**src/rtl/mips_bridge_pkg.sv**
```systemverilog
// Shared types and constants for the Harvard-core to Avalon-MM bridge.
// Imported by the bridge top and its wait watchdog.
package mips_bridge_pkg;

    typedef enum logic [2:0] {
        ST_FETCH,
        ST_ACCESS,
        ST_COMMIT,
        ST_HALT,
        ST_ERROR
    } bridge_state_t;

    localparam int         WAIT_LIMIT_DEFAULT = 1024;
    localparam logic [3:0] BYTEENABLE_WORD    = 4'b1111;

    // The bus is word-addressed; byte offsets from the core are dropped.
    function automatic logic [31:0] word_align(input logic [31:0] addr);
        return addr & 32'hFFFF_FFFC;
    endfunction

endpackage

```
**src/rtl/bus_wait_watchdog.sv**
```systemverilog
// Counts consecutive stalled cycles of one bus transfer and flags the cycle
// in which the stall budget runs out.
module bus_wait_watchdog
    import mips_bridge_pkg::*;
#(
    parameter int WAIT_LIMIT = WAIT_LIMIT_DEFAULT
) (
    input  logic clk,
    input  logic reset,
    input  logic clear,
    input  logic count_en,
    output logic expired
);

    localparam int CW = $clog2(WAIT_LIMIT + 1);

    logic [CW-1:0] count_q;
    logic [CW-1:0] count_d;

    always_comb begin
        count_d = count_q;
        if (clear) begin
            count_d = '0;
        end else if (count_en) begin
            count_d = count_q + 1'b1;
        end
    end

    always_ff @(posedge clk) begin
        if (reset) begin
            count_q <= '0;
        end else begin
            count_q <= count_d;
        end
    end

    // Fires on the WAIT_LIMIT-th stalled cycle so the owner can leave at that edge.
    assign expired = count_en && (count_q == CW'(WAIT_LIMIT - 1));

endmodule

```
**src/rtl/mips_harvard_avalon_bridge.sv**
```systemverilog
// Serialises the Harvard core's instruction and data ports onto one Avalon-MM
// master, then steps the core once per instruction with a clk_enable pulse.
module mips_harvard_avalon_bridge
    import mips_bridge_pkg::*;
#(
    parameter int WAIT_LIMIT = WAIT_LIMIT_DEFAULT
) (
    input  logic        clk,
    input  logic        reset,
    input  logic        core_active,
    input  logic [31:0] instr_address,
    output logic [31:0] instr_readdata,
    input  logic [31:0] data_address,
    input  logic        data_read,
    input  logic        data_write,
    input  logic [31:0] data_writedata,
    output logic [31:0] data_readdata,
    output logic        clk_enable,
    output logic [31:0] avm_address,
    output logic        avm_read,
    output logic        avm_write,
    output logic [31:0] avm_writedata,
    output logic [3:0]  avm_byteenable,
    input  logic [31:0] avm_readdata,
    input  logic        avm_waitrequest,
    output logic        halted,
    output logic        bus_error
);

    bridge_state_t state_q, state_d;
    logic [31:0]   instr_readdata_q, instr_readdata_d;
    logic [31:0]   data_readdata_q, data_readdata_d;

    logic req_read;
    logic req_write;
    logic req_done;
    logic wd_clear;
    logic wd_count_en;
    logic wd_expired;

    // Requests are suppressed while reset is high so an in-flight transfer is
    // abandoned immediately rather than completing against a resetting slave.
    always_comb begin
        req_read    = 1'b0;
        req_write   = 1'b0;
        avm_address = '0;
        if (!reset) begin
            unique case (state_q)
                ST_FETCH: begin
                    if (core_active) begin
                        req_read    = 1'b1;
                        avm_address = word_align(instr_address);
                    end
                end
                ST_ACCESS: begin
                    avm_address = word_align(data_address);
                    if (data_write) begin
                        req_write = 1'b1;
                    end else if (data_read) begin
                        req_read = 1'b1;
                    end
                end
                default: begin
                end
            endcase
        end
    end

    assign req_done = (req_read || req_write) && !avm_waitrequest;

    always_comb begin
        state_d          = state_q;
        instr_readdata_d = instr_readdata_q;
        data_readdata_d  = data_readdata_q;
        unique case (state_q)
            ST_FETCH: begin
                if (!core_active) begin
                    state_d = ST_HALT;
                end else if (req_done) begin
                    instr_readdata_d = avm_readdata;
                    state_d          = ST_ACCESS;
                end else if (wd_expired) begin
                    state_d = ST_ERROR;
                end
            end
            ST_ACCESS: begin
                // The core decodes the freshly latched word here, so an empty
                // request is only known once ACCESS is entered.
                if (!req_read && !req_write) begin
                    state_d = ST_COMMIT;
                end else if (req_done) begin
                    if (req_read) begin
                        data_readdata_d = avm_readdata;
                    end
                    state_d = ST_COMMIT;
                end else if (wd_expired) begin
                    state_d = ST_ERROR;
                end
            end
            ST_COMMIT: state_d = ST_FETCH;
            default: begin
            end
        endcase
    end

    always_ff @(posedge clk) begin
        if (reset) begin
            state_q          <= ST_FETCH;
            instr_readdata_q <= '0;
            data_readdata_q  <= '0;
        end else begin
            state_q          <= state_d;
            instr_readdata_q <= instr_readdata_d;
            data_readdata_q  <= data_readdata_d;
        end
    end

    assign wd_count_en = (req_read || req_write) && avm_waitrequest;
    assign wd_clear    = req_done || (state_d != state_q);

    bus_wait_watchdog #(
        .WAIT_LIMIT (WAIT_LIMIT)
    ) u_watchdog (
        .clk      (clk),
        .reset    (reset),
        .clear    (wd_clear),
        .count_en (wd_count_en),
        .expired  (wd_expired)
    );

    assign avm_read       = req_read;
    assign avm_write      = req_write;
    assign avm_writedata  = data_writedata;
    assign avm_byteenable = BYTEENABLE_WORD;
    assign instr_readdata = instr_readdata_q;
    assign data_readdata  = data_readdata_q;
    assign clk_enable     = (state_q == ST_COMMIT);
    assign halted         = (state_q == ST_HALT);
    assign bus_error      = (state_q == ST_ERROR);

endmodule

```
**config.mk**
```make
export PLATFORM = sky130hd
export DESIGN_NAME = mips_harvard_avalon_bridge
export DESIGN_NICKNAME = d
export VERILOG_FILES = /design/src/rtl/mips_bridge_pkg.sv /design/src/rtl/bus_wait_watchdog.sv /design/src/rtl/mips_harvard_avalon_bridge.sv
export SDC_FILE = /design/constraint.sdc
export NUM_CORES = 1
export LEC_CHECK = 0
export ABC_AREA = 1
export BUFFER_PORTS_ARGS = -buffer_cell sky130_fd_sc_hd__buf_2
export CORE_AREA = 2 2 104 106
export CTS_BUF_LIST = sky130_fd_sc_hd__clkbuf_4 sky130_fd_sc_hd__clkbuf_8
export DETAILED_ROUTE_END_ITERATION = 7
export DIE_AREA = 0 0 106 108
export GPL_TIMING_DRIVEN = 0
export PLACE_DENSITY = 0.78
export SYNTH_ARGS = -nofsm -noshare
export SYNTH_HDL_FRONTEND = slang
export SYNTH_SLANG_ARGS = --single-unit
```
**constraint.sdc**
```tcl
create_clock -name clk -period 1.4 [get_ports clk]
set_input_delay 0.14 -clock clk [delete_from_list [all_inputs] [get_ports clk]]
set_output_delay 0.14 -clock clk [all_outputs]
set_load 0.02 [all_outputs]
```
==> results.py, run 1 <==
metrics = {
    "logic_synthesis": {
        "yosysMostFrequentCell": "a21oi_1",
        "synth_edf_count": 0,
        "muxShareOfSynthArea_pct": 0,
        "yosysTopAreaCell": "dfxtp_1",
        "synth_compound_area_share_pct": 20.84,
        "synthTopCellsByCount": "a21oi_1 (97), inv_1 (94), nand2_1 (87), dfxtp_1 (78), o21ai_0 (66)",
        "syn_inst": 563,
        "synth_xor_area_share_pct": 1.992,
        "synthTopCellsByArea": "dfxtp_1 (39%), a21oi_1 (12%), inv_1 (8.9%)",
        "synth_cell_types": 29,
        "synthArstFlopShare_pct": 0,
        "synth_adder_area_share_pct": 0.3163,
        "synth_area_per_cell_um2": 7.027,
        "synth_top_family_by_area": "compound AO/OA/AOI/OAI gates",
        "ys_seq_area_share_pct": 39.47,
        "ys.flop_type": "dfxtp_1",
        "synthesis.area_um2": 3956,
        "synth-simple-area-share_pct": 17.11,
        "ys_warn_count": 0,
        "synth_seq_cells": 78,
        "synth_top_area_share_pct": 39.47,
    },
    "outcome": {
        "status": "finished, violations left",
        "violations": "setup timing",
    },
    "detailed_routing": {
        "drtPass1Iterations": 4,
        "routed_wl_um": 14470,
        "drtAntennaViolNets": 0,
        "drt_iter0_markers": 243,
        "num_vias": 4602,
        "via_per_inst": 4.706,
        "wl_per_cell_um": 14.79,
        "drc_errors": 0,
    },
    "clock_network": {
        "cts_max_level": 3,
        "cts.sinks": 78,
        "clkTransAtPathRegs_ps": 100,
        "cts_root_buf": "clkbuf_8",
        "clock_tree.buffer_depth": 2,
        "ctsHoldBuffers": 0,
        "cts_tree": "built",
        "cts_made_buffers": 9,
        "clock_latency_ps": 350,
    },
    "global_routing": {
        "grt.total_usage_pct": 23.55,
        "antenna_found_initial": 1,
        "grt_max_degree": 17,
        "grt_pass1_wl_um": 21520,
        "overflow": 0,
        "grt_pass1_vias": 4428,
    },
    "sta": {
        "hold_violations": 0,
        "drv_slew": 0,
        "max-slew-margin-rel_pct": 48.48,
        "holdWs_ps": 69.79,
        "rsz0062_at_grt": "true",
        "setup_viol": 111,
        "worst_pin_slew_ps": 772.9,
        "fmax_mhz": 545.9,
        "final.period_utilization_pct": 130.8,
        "fin_crit_ps": 1832,
        "setup_ws_ps": -431.7,
        "fin_skew_ps": 11.77,
    },
    "die": {
        "fp.coreArea_um2": 10230,
        "start_util_pct": 38.67,
        "die-area_um2": 11450,
        "die_w_um": 106,
        "fp-row-count": 37,
        "die_h_um": 108,
        "ios": 271,
    },
    "place": {
        "dp_slack_ps": -460.7,
        "port_buffers": 226,
        "gp_congestion": 0.8997,
        "hpwlAfterDp_um": 9684,
        "dpl.cell_count": 929,
    },
    "power": {
        "p_per_area_nw_per_um2": 857.9,
        "leakage_nw": 3.024,
        "peakVddDrop_mv": 0.4176,
    },
    "cells_and_area": {
        "drive_gt1_share_pct": 57.79,
        "final_cells": 978,
        "fin_nets": 971,
        "areaGrowthSynthToFinish_pct": 70.90,
    },
    "setup_path": {
        "required_ps": 1260,
        "timing.rr.start": "state_q[2]",
        "worstPathMaxFanout": 6,
        "start_kind": "register",
        "worstSetupPathType": "reg2out",
        "cp-end-kind": "primary output",
        "arrival_ps": 1690,
        "startpoint": "state_q[2]",
    },
    "min_path": {
        "min_from": "avm_readdata[12]",
        "hp-class": "in2reg",
    },
    "job": {
        "drv_cap": 0,
    },
}
==> path summary, 6_finish.rpt <==
kind	endpoint	slack, ps	cells past startpoint
max	avm_address[6]	-430	8
min	instr_readdata[12]	70	3
max reg2reg	instr_readdata[23]	-380	11
min reg2reg	instr_readdata[21]	450	2
==> stage by stage <==
step | utilization [%] | setup TNS (ps) | total power [mW] | cell area (µm²)
floorplan | - | -8121 | 3.200 | 4120
finish | 66.09 | -35740 | 5.801 | 6761
detailed placement | 52.99 | -33460 | 3.630 | 5421
global route | 66.09 | -45760 | 6.028 | 6761
CTS | 62.85 | -34800 | 5.662 | 6430
global placement | 52.99 | -31280 | 3.622 | 5421
==> what timing repair did <==
item | in CTS | in global routing
endpoints found under the setup margin | 113 | 113
cloned | 15 | 0
buffers inserted | 15 | 5
pin swaps | 37 | 15
endpoints found under the hold margin | 0 | 0
gates resized for setup | 213 | 111
==> where the power goes <==
group / switching, mW / leakage (nW) / internal [mW] / total (mW)
Clock: 0.977 / 0.0856 / 0.678 / 1.65
Combinational: 1.01 / 2.31 / 0.806 / 1.82
Sequential: 0.0441 / 0.632 / 2.28 / 2.33
Total: 2.03 / 3.02 / 3.77 / 5.80
==> routing by layer <==
metal	GRT usage, %	part of all wire [%]
met1	26.72	39
met2	44.06	53
met3	3.376	6.0
met4	10.15	2.7
met5	0	0
==> registers in the layout (all words and copies together) (netlist names) <==
signal              flops
instr_readdata         32
u_watchdog.count_q     11
state_q                 3
data_readdata          32
==> cells in the final DEF, fill, tap and decap left out, types with 2 or more instances in the layout <==
| master | instances |
|---|---|
| buf_2 | 193 |
| inv_1 | 89 |
| dfxtp_1 | 75 |
| nand2_1 | 64 |
| a21oi_1 | 63 |
| buf_4 | 59 |
| o21ai_2 | 54 |
| buf_6 | 39 |
| a21oi_2 | 34 |
| nand2_2 | 22 |
| buf_8 | 15 |
| clkbuf_8 | 14 |
| nor2_1 | 11 |
| nor2_4 | 10 |
| nand3_1 | 10 |
| o21ai_1 | 10 |
| clkbuf_1 | 9 |
| xor2_1 | 6 |
| conb_1 | 6 |
| nand3_4 | 5 |
| inv_6 | 4 |
| inv_2 | 4 |
| nor3_1 | 4 |
| nor2_2 | 4 |
| nand3_2 | 3 |
| nand2_4 | 3 |
| xnor2_1 | 3 |
| clkinvlp_4 | 3 |
| inv_4 | 2 |
| clkbuf_2 | 2 |
| nand4_1 | 2 |
| nand3b_1 | 2 |
| o21ai_4 | 2 |
| buf_12 | 2 |
| dfxtp_4 | 2 |
==> layout make-up <==
type / count / area [µm²]
tap: 136 / 170.2
sequential: 78 / 1570
buffer: 70 / 605.6
clock buffer: 9 / 123.9
inverter: 96 / 370.4
antenna: 1 / 2.502
clock inverter: 7 / 65.06
multi-input combinational: 325 / 2201
timing repair buffer: 256 / 1653
fill: 854 / 3470
==> critical path: stages (launching register included) <==
cell and delay [ps]:
dfxtp_4 360, nor2_4 140, inv_2 80, nor2_8 130, buf_12 140, buf_6 110
nand2_1 60, a21oi_2 170, buf_6 150
==> kinds of logic (layout without fill, tap and decap cells) <==
family | Yosys count | in the layout
AO/OA/AOI/OAI | 164 | 164
buffers and inverters | 167 | 438
AND/OR/NAND/NOR | 142 | 145
other | 2 | 7
adder cells (fa/ha/maj) | 1 | 1
XOR/XNOR | 9 | 9
flip-flops | 78 | 78
(Power assumes the default switching activity.)
==> run 2, diff against run 1 <==
--- a/config.mk
+++ b/config.mk
@@ -15,2 +15,3 @@
 export PLACE_DENSITY = 0.78
+export SETUP_SLACK_MARGIN = 0.02
 export SYNTH_ARGS = -nofsm -noshare
==> constraint.sdc (replaced) <==
create_clock -name clk -period 1.4 [get_ports clk]
set_input_delay 0.21 -clock clk [delete_from_list [all_inputs] [get_ports clk]]
set_output_delay 0.21 -clock clk [all_outputs]
set_load 0.02 [all_outputs]
==> results.py, run 2 (synthesis gave the netlist of run 1 again) <==
metrics = {
    "global_routing": {
        "overflow": 0,
        "grt_pass1_vias": 4517,
        "grt_max_degree": 15,
        "grt.total_usage_pct": 24.27,
        "grt_pass1_wl_um": 22160,
        "antenna_found_initial": 0,
    },
    "die": {
        "ios": 271,
        "fp-row-count": 37,
        "die_w_um": 106,
        "fp.coreArea_um2": 10230,
        "start_util_pct": 38.67,
        "die_h_um": 108,
        "die-area_um2": 11450,
    },
    "sta": {
        "rsz0062_at_grt": "true",
        "setup_ws_ps": -546.2,
        "final.period_utilization_pct": 139.0,
        "fin_skew_ps": 11.42,
        "max-slew-margin-rel_pct": 54.62,
        "fmax_mhz": 513.8,
        "setup_viol": 111,
        "worst_pin_slew_ps": 680.7,
        "drv_slew": 0,
        "hold_violations": 0,
        "fin_crit_ps": 1946,
        "holdWs_ps": 144.1,
    },
    "detailed_routing": {
        "drtPass1Iterations": 4,
        "drt_iter0_markers": 209,
        "drc_errors": 0,
        "drtAntennaViolNets": 0,
        "wl_per_cell_um": 15.70,
        "via_per_inst": 4.797,
        "num_vias": 4711,
        "routed_wl_um": 15420,
    },
    "clock_network": {
        "clock_latency_ps": 340,
        "clkTransAtPathRegs_ps": 90,
        "cts_tree": "built",
        "cts.sinks": 78,
        "clock_tree.buffer_depth": 2,
        "cts_max_level": 3,
        "cts_root_buf": "clkbuf_8",
        "ctsHoldBuffers": 0,
        "cts_made_buffers": 9,
    },
    "place": {
        "port_buffers": 226,
        "gp_congestion": 0.7971,
        "dp_slack_ps": -536.1,
        "hpwlAfterDp_um": 9778,
        "dpl.cell_count": 929,
        "place_area_um2": 5643,
    },
    "min_path": {
        "hold_end": "instr_readdata[1]",
        "whs_path_depth": 3,
        "hp-class": "in2reg",
        "min_from": "avm_readdata[1]",
    },
    "cells_and_area": {
        "areaGrowthSynthToFinish_pct": 82.61,
        "drive_gt1_share_pct": 58.51,
        "multiInputGateArea_um2": 2489,
        "antenna_cells": 0,
        "fill_cells": 796,
        "fin_nets": 976,
        "final_util_pct": 70.61,
        "design_area_um2": 7224,
        "final_cells": 982,
        "layout_commonest_cell": "buf_2",
        "final_cell_mix": "buf_2 (194), inv_1 (90), dfxtp_1 (75)",
        "seqCellArea_um2": 1573,
    },
    "setup_path": {
        "arrival_ps": 1740,
        "crit_chain": "nor2_4, nand3_2, clkinv_4, buf_8, nand2_1, a21oi_4, buf_6",
        "r2r_cells": 13,
        "critPathTopFamily": "simple AND/OR/NAND/NOR gates",
        "cpPeakStageDelay_ps": 360,
        "worstSetupPathType": "reg2out",
        "worstPathMaxFanout": 10,
        "cp-end-kind": "primary output",
        "cp_num_buf_inv": 3,
        "r2r_setup_slack_ps": -520,
        "cpMaxStageDelayCell": "dfxtp_4",
        "required_ps": 1190,
        "timing.rr.end": "u_watchdog.count_q[6]",
        "timing.rr.start": "state_q[1]",
        "start_kind": "register",
    },
    "power": {
        "leakage_nw": 3.263,
        "peakVddDrop_mv": 1.096,
        "p_per_area_nw_per_um2": 903.2,
    },
    "outcome": {
        "violations": "setup timing",
        "status": "finished, violations left",
    },
    "job": {
        "drv_cap": 0,
    },
}
==> run 2: cell count changes in the layout (fill, tap and decap cells not counted), moves of 7 or more <==
cell,before,now
o21ai_1,10,17
nand2_4,3,24
o21ai_0,0,13
o21ai_2,54,35
a21oi_2,34,7
a21oi_4,1,31
buf_6,39,49
nand2_1,64,45
==> run 2: worst max-delay path by stage <==
stage	endpoint	depth (start not counted)	slack [ps]	from
2_1_floorplan	u_watchdog.count_q[6]	11	-140	state_q[2]
3_5_place_dp	instr_readdata[24]	7	-540	reset
3_3_place_gp	instr_readdata[29]	7	-500	reset
4_1_cts	avm_address[12]	7	-470	state_q[1]
6_report	avm_address[11]	7	-550	state_q[1]
5_1_grt	u_watchdog.count_q[6]	13	-620	state_q[1]
==> run 2: metal layers <==
| layer | share of wire [%] | global-route usage (%) | wire length, µm |
|---|---|---|---|
| met3 | 7.7 | 7.173 | 1190 |
| met5 | 0 | 0 | 0 |
| met1 | 37 | 25.67 | 5759 |
| met4 | 2.9 | 8.177 | 440 |
| met2 | 52 | 45.99 | 8026 |
==> run 2: area by class of cell <==
class,count,share of cell area [%]
multi-input cells,323,34.45
repair buffers,263,24.33
flip-flops and latches,78,21.77
plain buffers,70,8.365
inverters,96,5.196
well taps,136,2.355
clock buffers,10,1.905
clock inverters,6,1.628
==> run 2: worst min-delay path, stage by stage <==
cell and delay (ps):
buf_2 100, o21ai_2 60, a21oi_2 80
==> run 2: through the flow <==
step / total power, mW / setup TNS [ps]
final: 6.525 / -47660
after global routing: 6.769 / -57570
after CTS: 6.303 / -37450
after detailed placement: 3.736 / -38790
after global placement: 3.721 / -36200
after floorplan: 3.299 / -9306
==> run 2: timing repair <==
item,in CTS,in global routing
endpoints found under the setup margin,113,113
pin swaps,29,19
cloned,10,2
gates resized for setup,260,86
setup buffers,19,8
==> run 2: power by group <==
group	internal, mW	total [mW]	switching, mW
Combinational	0.904	2.06	1.16
Sequential	2.28	2.33	0.0462
Clock	1.25	2.13	0.883
